### src/rtl/aes_pkg.sv
// Shared constants and FSM encoding for the AES mode controller.
package aes_pkg;

    localparam int BW       = 128;
    localparam int MODE_ECB = 0;
    localparam int MODE_CBC = 1;

    typedef enum logic [2:0] {
        ST_IDLE  = 3'd0,
        ST_KEY   = 3'd1,
        ST_START = 3'd2,
        ST_WAIT  = 3'd3,
        ST_OUT   = 3'd4
    } state_t;

endpackage

### src/rtl/aes_cbc_ctrl.sv
// Mode controller in front of the AES_ENC core: loads key/IV, applies the
// CBC chaining XOR (or bypasses it in ECB), starts the core, waits for its
// result and hands the ciphertext back to the host with backpressure.
// One block is in flight at a time.
module aes_cbc_ctrl #(
    parameter int MODE_CBC = 1,
    parameter int BW       = 128
) (
    input  logic          CLK,
    input  logic          RST,
    input  logic [BW-1:0] Key_in,
    input  logic          Krdy_in,
    input  logic [BW-1:0] IV_in,
    input  logic          IVrdy_in,
    input  logic [BW-1:0] Pin,
    input  logic          Pvld,
    output logic          Prdy,
    output logic [BW-1:0] Cout,
    output logic          Cvld,
    input  logic          Crdy,
    output logic [BW-1:0] AES_Key,
    output logic          AES_Krdy,
    output logic [BW-1:0] AES_Din,
    output logic          AES_Drdy,
    output logic          AES_EN,
    input  logic [BW-1:0] AES_Dout,
    input  logic          AES_BSY,
    input  logic          AES_Dvld
);
    import aes_pkg::*;

    // ECB behaves as CBC with a chain value that is always zero.
    localparam logic CHAIN_EN = (MODE_CBC != MODE_ECB);

    state_t        state_q;
    logic [BW-1:0] chain_q;
    logic [BW-1:0] key_q;
    logic [BW-1:0] din_q;
    logic [BW-1:0] cout_q;
    logic          key_valid_q;
    logic          krdy_q;
    logic          drdy_q;
    logic          en_q;
    logic          cvld_q;

    logic [BW-1:0] din_d;
    logic          prdy_d;

    // Plaintext acceptance condition and the chaining XOR feeding the core.
    // Key/IV strobes block acceptance so a load never races a new block.
    always_comb begin
        prdy_d = (state_q == ST_IDLE) & key_valid_q & ~AES_BSY & ~Krdy_in & ~IVrdy_in;
        din_d  = CHAIN_EN ? (Pin ^ chain_q) : Pin;
    end

    // Controller FSM with registered core-side and host-side outputs.
    always_ff @(posedge CLK or posedge RST) begin
        if (RST) begin
            state_q     <= ST_IDLE;
            chain_q     <= '0;
            key_q       <= '0;
            din_q       <= '0;
            cout_q      <= '0;
            key_valid_q <= 1'b0;
            krdy_q      <= 1'b0;
            drdy_q      <= 1'b0;
            en_q        <= 1'b0;
            cvld_q      <= 1'b0;
        end else begin
            case (state_q)
                ST_IDLE: begin
                    if (IVrdy_in) begin
                        chain_q <= IV_in;
                    end
                    if (Krdy_in) begin
                        key_q   <= Key_in;
                        krdy_q  <= 1'b1;
                        state_q <= ST_KEY;
                    end else if (Pvld && prdy_d) begin
                        din_q   <= din_d;
                        drdy_q  <= 1'b1;
                        state_q <= ST_START;
                    end
                end
                ST_KEY: begin
                    // Key expansion time is covered by IDLE waiting on AES_BSY.
                    krdy_q      <= 1'b0;
                    key_valid_q <= 1'b1;
                    en_q        <= 1'b1;
                    state_q     <= ST_IDLE;
                end
                ST_START: begin
                    drdy_q  <= 1'b0;
                    state_q <= ST_WAIT;
                end
                ST_WAIT: begin
                    // Core latency is not counted; only Dvld ends the wait.
                    if (AES_Dvld) begin
                        cout_q  <= AES_Dout;
                        cvld_q  <= 1'b1;
                        if (CHAIN_EN) begin
                            chain_q <= AES_Dout;
                        end
                        state_q <= ST_OUT;
                    end
                end
                ST_OUT: begin
                    if (Crdy) begin
                        cvld_q  <= 1'b0;
                        state_q <= ST_IDLE;
                    end
                end
                default: begin
                    state_q <= ST_IDLE;
                end
            endcase
        end
    end

    assign Prdy     = prdy_d;
    assign Cout     = cout_q;
    assign Cvld     = cvld_q;
    assign AES_Key  = key_q;
    assign AES_Krdy = krdy_q;
    assign AES_Din  = din_q;
    assign AES_Drdy = drdy_q;
    assign AES_EN   = en_q;

endmodule

### config.mk
export PLATFORM = sky130hd
export DESIGN_NAME = aes_cbc_ctrl
export DESIGN_NICKNAME = d
export VERILOG_FILES = /design/src/rtl/aes_pkg.sv /design/src/rtl/aes_cbc_ctrl.sv
export SDC_FILE = /design/constraint.sdc
export NUM_CORES = 1
export LEC_CHECK = 0
export CORE_AREA = 2 2 353 355
export CTS_CLUSTER_DIAMETER = 100
export DETAILED_ROUTE_END_ITERATION = 8
export DIE_AREA = 0 0 355 357
export SLEW_MARGIN = 20
export SYNTH_ARGS = -nofsm -noshare
export SYNTH_HDL_FRONTEND = slang
export SYNTH_SLANG_ARGS = --single-unit
export TNS_END_PERCENT = 10
### constraint.sdc
create_clock -name CLK -period 21.8 [get_ports CLK]
set_clock_uncertainty 0.1 [all_clocks]
set_input_delay 5.45 -clock CLK [delete_from_list [all_inputs] [get_ports CLK]]
set_output_delay 5.45 -clock CLK [all_outputs]
set_load 0.1 [all_outputs]
# == Word-level counts from Yosys, hierarchy flattened ==
# Cells that the tools add are included.
# word_totals
out_inout_bits,389
input_bits,520
wordCells,58
reg_bits,519
# classes
bitwise_logic,8
n_reduce_logical,14
eq_ne,11
n_mux,16
# ops
cell,count
128-bit two-way mux,2
128-bit case mux with 2 select lines,1
128-bit bitwise XOR,1
3-bit AND reduction,5
3-bit two-way mux,4
3-bit case mux with 4 select lines,1
"2-bit != test, second input constant",5
2-bit nonzero test,4
"3-bit by 2-bit equality test with 1-bit output, second input constant",2
1-bit case mux with 2 select lines,3
2-bit AND reduction,3
1-bit two-way mux,5
1-bit AND,4
"3-bit by 1-bit equality test with 1-bit output, second input constant",1
"3-bit equality test, second input constant",1
3-bit logical NOT,1
"3-bit by 2-bit != test with 1-bit output, second input constant",1
1-bit inverter,3
"2-bit by 1-bit != test with 1-bit output, second input constant",1
1-bit logical AND,1

# == Depth between registers and ports, before layout ==
# depth
depth_word,9
ltp_mapped,6
depth_no_buf,3

# == Least setup slack after synthesis ==
# No wires, ideal clock.
# synth_path
kind,in2out
start,in Krdy_in
end,out Prdy
t_required_ns,16.250
arrival_ns,6.426
cell_stages,2
path_buffers,0
path_slack_ns,9.824
path_cell_list,nor4_4 -> and3_1
# synth_between
elab_chain_cells,3
# synth_lines
element,line_no,source
"start, declared",aes_cbc_ctrl.sv:12,"input logic Krdy_in,"
1-bit inverter (no line),--,
1-bit AND (2 in series),aes_cbc_ctrl.sv:52,prdy_d = (state_q == ST_IDLE) & key_valid_q & ~AES_BSY & ~Krdy_in & ~IVrdy_in;
"end, declared",aes_cbc_ctrl.sv:17,"output logic Prdy,"
# No other way between the ends.

# == Worst setup path in the final report ==
# Same ends and word-level chain as after synthesis.

==> results.ini <==
[run_status]
status = completed

[sta]
finalSetupTns_ps = 0
final.period_utilization_pct = 60.3
relSlewSlack_pct = 17.7
fmax_ghz = 0.0761
rsz0062_at_grt = false
tightest_slew_ps = 1230
period_minus_slack_ps = 13140
hold_slack_ps = 401
setup_viol = 0
timing_hold_violations_final = 0
maxSlewViolCount = 0

[worst_setup_path]
cp_data_arrival_time_ps = 7590
worstPathRequired_ps = 16250
path_max_fanout = 4
worst-setup-path-type = in2out
end_kind = output pin
cp-start-kind = primary input

[clocking]
cts.root.buffer_cell = clkbuf_16
cts_buffer_depth = 3
numCtsBuffers = 60
cts_sinks = 519
hold_buffers = 0
path_clk_slew_ps = 60
clock_latency_ps = 670
cts_tree = done
cts_resized = 0
htree_levels = 2
cts_setup_buffers = 0

[yosys]
ys_types = 23
yosysWarnings = 0
synth_xor_area_share_pct = 5.06
synth_top_area_share_pct = 58.7
synth_adder_area_share_pct = 0
ys_seq_elements = 519
netlist_area_sq_um = 22100
synth-compound-area-share_pct = 0.271
synthesis.nets = 1914
synth_top_family_by_area = multiplexers
seq_area_frac_synth_pct = 58.7
synth-async-reset-ratio_pct = 100
synth_area_leaders = dfrtp_1 59%, mux2_2 33%, xor2_1 5.1%
synth-simple-area-share_pct = 0.610
syn_inst = 1394
ys.flop_type = dfrtp_1
synth_top_area_cell = dfrtp_1
synthMuxAreaShare_pct = 32.6
synth_edf_count = 0
avgSynthCellArea_sq_um = 15.9

[final_layout]
utilization_pct = 28.4
drive_above_1_share_pct = 32.6
area_delta_synth_final_pct = 57.9
fin_cells = 4016
layout_common_cells = 904 x clkdlybuf4s50_1, 640 x mux2_2, 519 x dfrtp_1
fin_nets = 2829
final_common_cell = clkdlybuf4s50_1

[global_routing]
antenna_found_initial = 37
grt_pass1_vias = 16054
grt_overflow_total = 0
grt_max_degree = 140
grt_pass1_wl_mm = 113
grt_usage_pct = 12.1

[run]
drv_cap = 0

[floorplanning]
core-area_sq_um = 123000
ioPinCount = 909
die_height_um = 357
placementRows = 129
dieArea_sq_um = 127000
start_util_pct = 18.0
die_x_um = 355

[drt]
vias_per_cell = 3.72
vias = 14920
post-route-drc-count = 0
dr.pass1.iters = 4
drt_iter0_markers = 434
post_drt_wl_per_cell_um = 19.8
totalWireLength_mm = 79.5
ant_nets = 0

[place]
hpwlAfterDp_mm = 61.1
gp_congestion = 0.785
port-buffer-count = 908
dp_cells = 3884

[hold_path]
hp-class = reg2reg

-- final timing paths --
check                                         from                        to  slack [ps]  depth (start not counted)
min reg2reg                AES_Din[43]$_DFFE_PP0P_   AES_Din[43]$_DFFE_PP0P_         400                          1
max reg2reg                 state_q[2]$_DFFE_PP0P_   chain_q[63]$_DFFE_PP0P_       18280                          5
max                                        Krdy_in                      Prdy        8660                          4
min                        AES_Din[43]$_DFFE_PP0P_   AES_Din[43]$_DFFE_PP0P_         400                          1
max in group asynchronous                      RST  AES_Din[122]$_DFFE_PP0P_       13460                          5
min in group asynchronous                      RST   chain_q[84]$_DFFE_PP0P_        5180                          2
-- critical path, cell delays in order --
cell and delay, ps:
clkdlybuf4s50_1 510, nor4_4 270, and3_1 220, clkdlybuf4s50_1 1130
-- cells by family after synthesis --
logic type      count (synthesis)
xor+xnor                      128
mux                           640
compound gates                 10
buf+inv                        75
flops                         519
simple gates                   22
-- sequential cells by signal, summed over array words and instances, names as in the netlist --
register / count
AES_Din: 128
AES_Key: 128
Cout: 128
chain_q: 128
state_q: 3
AES_Drdy: 1
AES_EN: 1
AES_Krdy: 1
Cvld: 1
-- per-stage QoR --
step           cell area (sq um)  setup WS, ps
4_1_cts                    34900          8670
3_5_place_dp               32800          8670
5_1_grt                    34900          8590
6_report                   35000          8660
3_3_place_gp               32800          8690
2_1_floorplan              22100          1750
-- final cells by class --
type,instances,area [sq um]
fill,12610,88000
sequential,519,13000
timing repair buffer,926,9220
multi-input combinational,800,8560
tap,1637,2050
clock buffer,94,1840
clock inverter,19,236
antenna,19,47.5
inverter,2,15.0
-- per-layer routing --
metal / global-route usage [%] / up-vias / wire length [um]
met5: 0 / - / 219
met4: 3.25 / 30 / 1780
met3: 6.07 / 122 / 8990
met2: 19.5 / 594 / 36800
met1: 14.1 / 7371 / 31700
li1: - / 6803 / -
-- Yosys cell counts (5+ instances only) --
master,instances
dfrtp_1,519
buf_6,38
nand2_1,5
nor2_1,5
xor2_1,128
buf_2,28
a21oi_1,7
buf_4,6
mux2_2,640
Power is left out: the tool's default activity adds up to more than one toggle a clock period on the data nets, which glitch-free logic cannot reach.
